<file path="src/rtl/ifft_frame_ctrl.sv">
// Frame controller around a 64-point pipelined IFFT: gates the IFFT clock enable,
// zero-pads a short final symbol, flushes the pipeline and marks symbol boundaries.
`timescale 1ns/1ps
module ifft_frame_ctrl #(
  parameter int LGN       = 6,
  parameter int DW        = 32,
  parameter int SYMW      = 10,
  parameter int FLUSH_MAX = 512
) (
  input  logic          i_clk,
  input  logic          i_reset,
  input  logic          i_in_valid,
  output logic          o_in_ready,
  input  logic [DW-1:0] i_in_data,
  input  logic          i_in_last,
  output logic          o_fft_reset,
  output logic          o_fft_ce,
  output logic [DW-1:0] o_fft_sample,
  input  logic [DW-1:0] i_fft_result,
  input  logic          i_fft_sync,
  input  logic          i_out_ready,
  output logic          o_out_valid,
  output logic [DW-1:0] o_out_data,
  output logic          o_out_first,
  output logic          o_out_last,
  output logic          o_done,
  output logic          o_err,
  output logic [2:0]    o_dbg_state
);

  // Handshakes: an upstream sample moves when i_in_valid & o_in_ready; the IFFT
  // advances only on o_fft_ce; o_out_valid is a one-cycle strobe that downstream
  // pre-approved with i_out_ready on the previous cycle, so it is never stalled.

  localparam int FW = $clog2(FLUSH_MAX + 1);

  typedef enum logic [2:0] {
    S_IDLE  = 3'd0,
    S_RUN   = 3'd1,
    S_PAD   = 3'd2,
    S_FLUSH = 3'd3,
    S_CLEAR = 3'd4
  } state_t;

  state_t          state_q, state_d;
  logic [LGN-1:0]  in_idx_q, in_idx_d;
  logic [LGN-1:0]  out_idx_q, out_idx_d;
  logic [SYMW-1:0] sym_in_q, sym_in_d;
  logic [SYMW-1:0] sym_out_q, sym_out_d;
  logic [FW-1:0]   flush_cnt_q, flush_cnt_d;
  logic            primed_q, primed_d;
  logic            ce_d1_q, ce_d1_d;
  logic            err_q, err_d;
  logic            fft_rst_q, fft_rst_d;

  logic            accept;
  logic            pad_ce;
  logic            flush_ce;
  logic            in_at_end;
  logic            out_wrap;
  logic            final_out;
  logic [FW-1:0]   flush_inc;
  logic            flush_timeout;
  logic            sync_misaligned;

  assign accept          = i_in_valid & o_in_ready;
  assign pad_ce          = (state_q == S_PAD) & o_fft_ce;
  assign flush_ce        = (state_q == S_FLUSH) & o_fft_ce;
  assign in_at_end       = (in_idx_q == {LGN{1'b1}});
  assign o_out_valid     = ce_d1_q & (primed_q | i_fft_sync) & (sym_out_q != sym_in_q);
  assign out_wrap        = o_out_valid & (out_idx_q == {LGN{1'b1}});
  // Only in FLUSH has every symbol of the packet entered, so sym_in is final.
  assign final_out       = out_wrap & (state_q == S_FLUSH) & ((sym_out_q + SYMW'(1)) == sym_in_q);
  assign flush_inc       = flush_cnt_q + FW'(1);
  assign flush_timeout   = flush_ce & (flush_inc == FW'(FLUSH_MAX)) & ~final_out;
  assign sync_misaligned = o_out_valid & i_fft_sync & (out_idx_q != '0);

  assign o_out_data  = i_fft_result;
  assign o_out_first = o_out_valid & i_fft_sync;
  assign o_out_last  = final_out;
  assign o_err       = err_q;
  assign o_dbg_state = state_q;

  always_ff @(posedge i_clk or posedge i_reset) begin
    if (i_reset) state_q <= S_IDLE;
    else         state_q <= state_d;
  end

  always_comb begin
    state_d = state_q;
    case (state_q)
      S_IDLE, S_RUN: begin
        if (accept) begin
          if (i_in_last) state_d = in_at_end ? S_FLUSH : S_PAD;
          else           state_d = S_RUN;
        end
      end
      S_PAD:   if (pad_ce && in_at_end) state_d = S_FLUSH;
      S_FLUSH: if (final_out || flush_timeout) state_d = S_CLEAR;
      S_CLEAR: state_d = S_IDLE;
      default: state_d = S_IDLE;
    endcase
  end

  // The IFFT is held off while its own reset is asserted.
  always_comb begin
    o_in_ready   = 1'b0;
    o_fft_ce     = 1'b0;
    o_fft_sample = '0;
    o_done       = (state_q == S_CLEAR);
    o_fft_reset  = fft_rst_q | (state_q == S_CLEAR);
    if (!fft_rst_q) begin
      case (state_q)
        S_IDLE, S_RUN: begin
          o_in_ready   = i_out_ready;
          o_fft_ce     = i_in_valid & i_out_ready;
          o_fft_sample = i_in_data;
        end
        S_PAD, S_FLUSH: o_fft_ce = i_out_ready;
        default: ;
      endcase
    end
  end

  always_comb begin
    in_idx_d    = in_idx_q;
    out_idx_d   = out_idx_q;
    sym_in_d    = sym_in_q;
    sym_out_d   = sym_out_q;
    flush_cnt_d = flush_cnt_q;
    primed_d    = primed_q;
    ce_d1_d     = o_fft_ce;
    err_d       = err_q | flush_timeout | sync_misaligned;
    fft_rst_d   = 1'b0;

    if (accept || pad_ce) begin
      in_idx_d = in_idx_q + LGN'(1);
      if (in_at_end) sym_in_d = sym_in_q + SYMW'(1);
    end
    if (flush_ce) flush_cnt_d = flush_inc;
    if (o_out_valid) begin
      primed_d  = 1'b1;
      out_idx_d = out_idx_q + LGN'(1);
      if (out_wrap) sym_out_d = sym_out_q + SYMW'(1);
    end

    if (state_q == S_CLEAR) begin
      in_idx_d    = '0;
      out_idx_d   = '0;
      sym_in_d    = '0;
      sym_out_d   = '0;
      flush_cnt_d = '0;
      primed_d    = 1'b0;
    end
  end

  always_ff @(posedge i_clk or posedge i_reset) begin
    if (i_reset) begin
      in_idx_q    <= '0;
      out_idx_q   <= '0;
      sym_in_q    <= '0;
      sym_out_q   <= '0;
      flush_cnt_q <= '0;
      primed_q    <= 1'b0;
      ce_d1_q     <= 1'b0;
      err_q       <= 1'b0;
      fft_rst_q   <= 1'b1;
    end else begin
      in_idx_q    <= in_idx_d;
      out_idx_q   <= out_idx_d;
      sym_in_q    <= sym_in_d;
      sym_out_q   <= sym_out_d;
      flush_cnt_q <= flush_cnt_d;
      primed_q    <= primed_d;
      ce_d1_q     <= ce_d1_d;
      err_q       <= err_d;
      fft_rst_q   <= fft_rst_d;
    end
  end

endmodule

</file>
<file path="config.mk">
export PLATFORM = sky130hd
export DESIGN_NAME = ifft_frame_ctrl
export DESIGN_NICKNAME = d
export VERILOG_FILES = /design/src/rtl/ifft_frame_ctrl.sv
export SDC_FILE = /design/constraint.sdc
export NUM_CORES = 1
export LEC_CHECK = 0
export ABC_AREA = 1
export BUFFER_PORTS_ARGS = -buffer_cell sky130_fd_sc_hd__buf_2
export CAP_MARGIN = 40
export CORE_ASPECT_RATIO = 0.7
export CORE_MARGIN = 2
export CORE_UTILIZATION = 55
export CTS_BUF_LIST = sky130_fd_sc_hd__clkbuf_2
export DETAILED_ROUTE_END_ITERATION = 6
export GPL_ROUTABILITY_DRIVEN = 1
export GPL_TIMING_DRIVEN = 0
export PLACE_DENSITY = 0.85
export SETUP_SLACK_MARGIN = 0.15
export SLEW_MARGIN = 20
export SYNTH_ARGS = -nofsm -noshare
export SYNTH_HDL_FRONTEND = slang
export SYNTH_SLANG_ARGS = --single-unit
</file>
<file path="constraint.sdc">
create_clock -name i_clk -period 4.9 [get_ports i_clk]
set_input_delay 0.49 -clock i_clk [delete_from_list [all_inputs] [get_ports i_clk]]
set_output_delay 0.49 -clock i_clk [all_outputs]
set_load 0.05 [all_outputs]
</file>
Yosys cells after proc, flatten, opt, wreduce, memory -nomap -nowiden
Index checks and enable logic that the tools add are counted.

Logic and storage cells: 86. Bits of input ports: 70. Output and inout bits: 75. Flip-flop bits (word level): 49.

Add/subtract/negate cells: 5. Bitwise operators: 18. Equal/unequal tests: 12. Reduce and logical (&&, ||, !) cells: 15. Mux-type cells: 26.

Operators by type and width (count): 10-bit 2-to-1 mux (8); 32-bit 2-to-1 mux (2); 10-bit by 1-bit adder with 10-bit output (second input constant) (3); 6-bit 2-to-1 mux (4); 1-bit bitwise AND (13); 6-bit by 1-bit adder with 6-bit output (second input constant) (2); 6-bit == test (second input constant) (2); 10-bit == test (1); 10-bit == test (second input constant) (1); 10-bit != test (1); 2-bit nonzero test (5); 3-bit 2-to-1 mux (3); 3-bit one-hot mux with 3 select lines (1); 3-bit by 2-bit == test with 1-bit output (second input constant) (2); 1-bit 2-to-1 mux (6); 6-bit nonzero test (1); 2-bit by 1-bit != test with 1-bit output (second input constant) (2); 1-bit OR (4); 2-bit AND reduction (2); 2-bit OR reduction (2); 3-bit by 1-bit == test with 1-bit output (second input constant) (1); 3-bit == test (second input constant) (1); 3-bit zero test (1); 3-bit AND reduction (1); 6 further kinds (7).

Depth between registers and ports, before layout
Depth after elaboration: 11. Depth in mapped cells: 15. Mapped depth without buffers: 15.

Worst setup path after synthesis
OpenSTA, ideal clock, no wires.

Kind: register to output. From: register state_q[0], in the netlist o_dbg_state[0]. To: output o_out_last. Path slack: 1982 ps. Cell stages (with the launch flop): 8. Arrival: 2428 ps. Required time: 4410 ps. Path buffers: 0. Cells stage by stage: dfrtp_1 > nand2_1 > nor2_4 > nand2_1 > nor2_1 > and3_1 > nand4_1 > nor3_1.

Longest elaborated chain between the ends: 3.

RTL lines: from (decl) (RTL line 45) `state_t state_q, state_d;`; from (signal assigned) (RTL line 86) `else state_q <= state_d;`; 3-bit by 2-bit == test with 1-bit output (RTL line 73) `assign final_out = out_wrap & (state_q == S_FLUSH) & ((sym_out_q + SYMW'(1)) == sym_in_q);`; 1-bit bitwise AND (2 in a row) (RTL line 73); to (decl) (RTL line 25) `output logic o_out_last,`.

Every way passes these cells.

Worst setup path after layout
From: register sym_out_q[0]. To: output o_out_last.

Longest elaborated chain between the ends: 5. Elaborated cells on any way between the ends: 7. Those cells by class: add/sub (1); eq/ne (2); bitwise (4).

RTL lines: from (decl) (RTL line 49) `logic [SYMW-1:0] sym_out_q, sym_out_d;`; from (signal assigned) (RTL line 172) `sym_out_q <= sym_out_d;`; branches (longest 4 deep; another with 10-bit by 1-bit adder with 10-bit output); 1-bit bitwise AND (*) (RTL line 73).

Mark *: on every way between the ends.

==> metrics.csv <==
metric,value,unit
timing.rr.start,sym_out_q[0],
cts_tree,yes,
setup_viol,0,
clockRootBuffer,clkbuf_2,
crit_start,sym_out_q[0],
dp_hpwl,7940,µm
synthFlopType,dfrtp_1,
route.detailed.drc,0,
synth_seq_cells,49,
reg2reg_slack,2.88,ns
syn_to_final_growth,21.4,%
cts_num_sinks,49,
gp_congestion,0.918,
synth-edff-count,0,
final_cell_mix,"nand2_1, buf_2, nor2_1",
grt_start_max_net_pins,32,
overflow,0,
postRouteAntennaNets,0,
power_leakage,2.50,nW
setup_tns,0,ns
endpoint_kind,output pin,
routed-via-count,3920,
period_minus_slack,2.94,ns
worst_skew_pair.late_latency,0.45,ns
muxShareOfSynthArea,0,
synth_xor_area_frac,0.0326,
routed_wl,9980,µm
firstDrtPassIters,5,
ir_worst_vdd,0.000209,V
synth_area_leaders,"dfrtp_1, nand2_1, buf_4",
critPathMaxFanout,6,
worstSetupStartpointType,register,
ys_types,43,
n_antenna_cell,0,
vias_per_cell,5.14,
hold_start,i_fft_sync,
grt_pass1_vias,3446,
clk_pin_slew,0.27,ns
syn_inst,546,
grt_use_total,0.269,
layout-drive-gt1-share,0.293,
worstPathCellList,ha_1 -> nand3_1 -> o21bai_1 -> a21oi_1 -> nand3b_1 -> a21oi_1 -> nand2_1 -> nor3_1 -> buf_2,
maxCapViolCount,0,
synth_compound_area_frac,0.0890,
async_reset_ff_frac,1.00,
nNetsFinal,744,
synth_top_family_by_area,simple AND/OR/NAND/NOR gates,
rsz0062_at_grt,no,
cp_common_cell,a21oi_1,
yosysWarnings,0,
clock_path_buffers,2,
critical_path.slowest_cell,dfrtp_1,
fmax,340,MHz
synthesis.nets,623,
critical_path.top_delay_family,flip-flops,
layout_commonest_cell,nand2_1,
synth_area,3730,µm²
rows,25,
cts_max_level,2,
die_area,7460,µm²
tightestPinTransition,0.600,ns
synthAdderAreaFrac,0.0235,
slew_viol_final,0,
ios,145,
required,4.41,ns
status,completed,
io_buffers,112,
core_area,6660,µm²
hold_path_class,in2reg,
synth_top_area_frac,0.322,
yosys.area_share.simple,0.379,
crit_buf_inv,1,
synth_top_area_cell,dfrtp_1,
finalHoldViolCount,0,
die_height,72.9,µm
ys_seq_area_frac,0.329,
slew_headroom,0.600,
postSynthAreaPerCell,6.82,µm²
critPathMaxStageDelay,0.49,ns
power_density,390,nW/µm²
start_util,0.559,
grt_pass1_wl,15600,µm
dr.first_iter.drc_count,366,
wire_per_inst,13.1,µm
crit_type,reg2out,
fp.dieW,102,µm
hold_ws,0.369,ns
antenna_found_initial,0,
fin_crit_sh,0.600,
cts_buffers,5,
worstPathArrival,2.45,ns
finClkSkew,0.0185,ns
-- final timing paths --
check,end,cells after the start
setup / recovery,o_out_last,9
hold / removal,o_err,5
setup reg to reg,o_dbg_state[0],15
hold reg to reg,in_idx_q[3],1
max in group asynchronous,fft_rst_q,4
min in group asynchronous,out_idx_q[3],3
-- worst register-to-register path: stages (launching register included) --
cell and delay [ns]:
dfrtp_1 0.50, ha_1 0.29, nand2_1 0.11, inv_1 0.08, nand2_1 0.10, nand2_1 0.06
nand2_1 0.09, nand3_1 0.09, nor2_1 0.11, nand2_1 0.09, nor2_4 0.09, nand2_2 0.11
nand2_4 0.09, nand2_1 0.05, nand2_1 0.07, nand2_1 0.05
-- cell type report --
type | instances | area (µm²)
fill | 552 | 2140
sequential | 49 | 1230
timing repair buffer | 114 | 591
multi-input combinational | 389 | 1960
clock inverter | 3 | 65.1
buffer | 44 | 299
inverter | 64 | 241
clock buffer | 5 | 25.0
tap | 94 | 118
-- flip-flops by register name, summed over array words and instances (netlist names) --
name and flops:
out_idx_q 6, in_idx_q 6, primed_q 1, o_err 1
o_dbg_state 3, fft_rst_q 1, flush_cnt_q 10, sym_in_q 10
ce_d1_q 1, sym_out_q 10
-- metal layers --
metal,track usage,wire (µm)
met5,0,0
met4,0.0622,122
met3,0.0546,833
met2,0.405,4580
met1,0.403,4450
-- cells in the mapped netlist, drive strengths merged (8+ instances only) --
cell	number
nand4	10
o21ai	27
a21oi	24
nor2	80
xor2	8
nor3	11
nand3	38
nand2	160
dfrtp	48
inv	62
buf	36
clkbuf	8
-- what timing repair did --
action                                  in CTS  in global routing
endpoints found under the setup margin       0                  0
hold endpoints to repair                     4                  0
hold buffers                                 1                  0
buffers inserted                             0                  0
resized for setup                            0                  0
-- cells by family (layout without fill, tap and decap cells) --
kind of cell    Yosys count  after routing
compound gates           62             62
xor+xnor                 13             13
fa+ha+maj                 7              7
buf+inv                 108            230
flops                    49             49
other cells               1              1
simple gates            306            306
-- per-stage QoR --
| stage | cells | setup WS, ns | area [µm²] | total power, mW | utilization |
|---|---|---|---|---|---|
| after floorplan | 546 | 1.98 | 3730 | 1.27 | - |
| after CTS | 762 | 2.00 | 4520 | 1.76 | 0.679 |
| final | 762 | 1.96 | 4520 | 1.77 | 0.679 |
| after detailed placement | 753 | 2.54 | 4420 | 1.49 | 0.664 |
| after global placement | 752 | 2.57 | 4400 | 1.45 | 0.661 |
| after global routing | 762 | 1.71 | 4520 | 1.88 | 0.679 |
-- power breakdown --
part	switching, mW	internal, mW	total (mW)
registers	0.0939	0.486	0.580
logic	0.668	0.241	0.909
clock network	0.141	0.136	0.278
total	0.903	0.864	1.77
(Power assumes the default switching activity.)
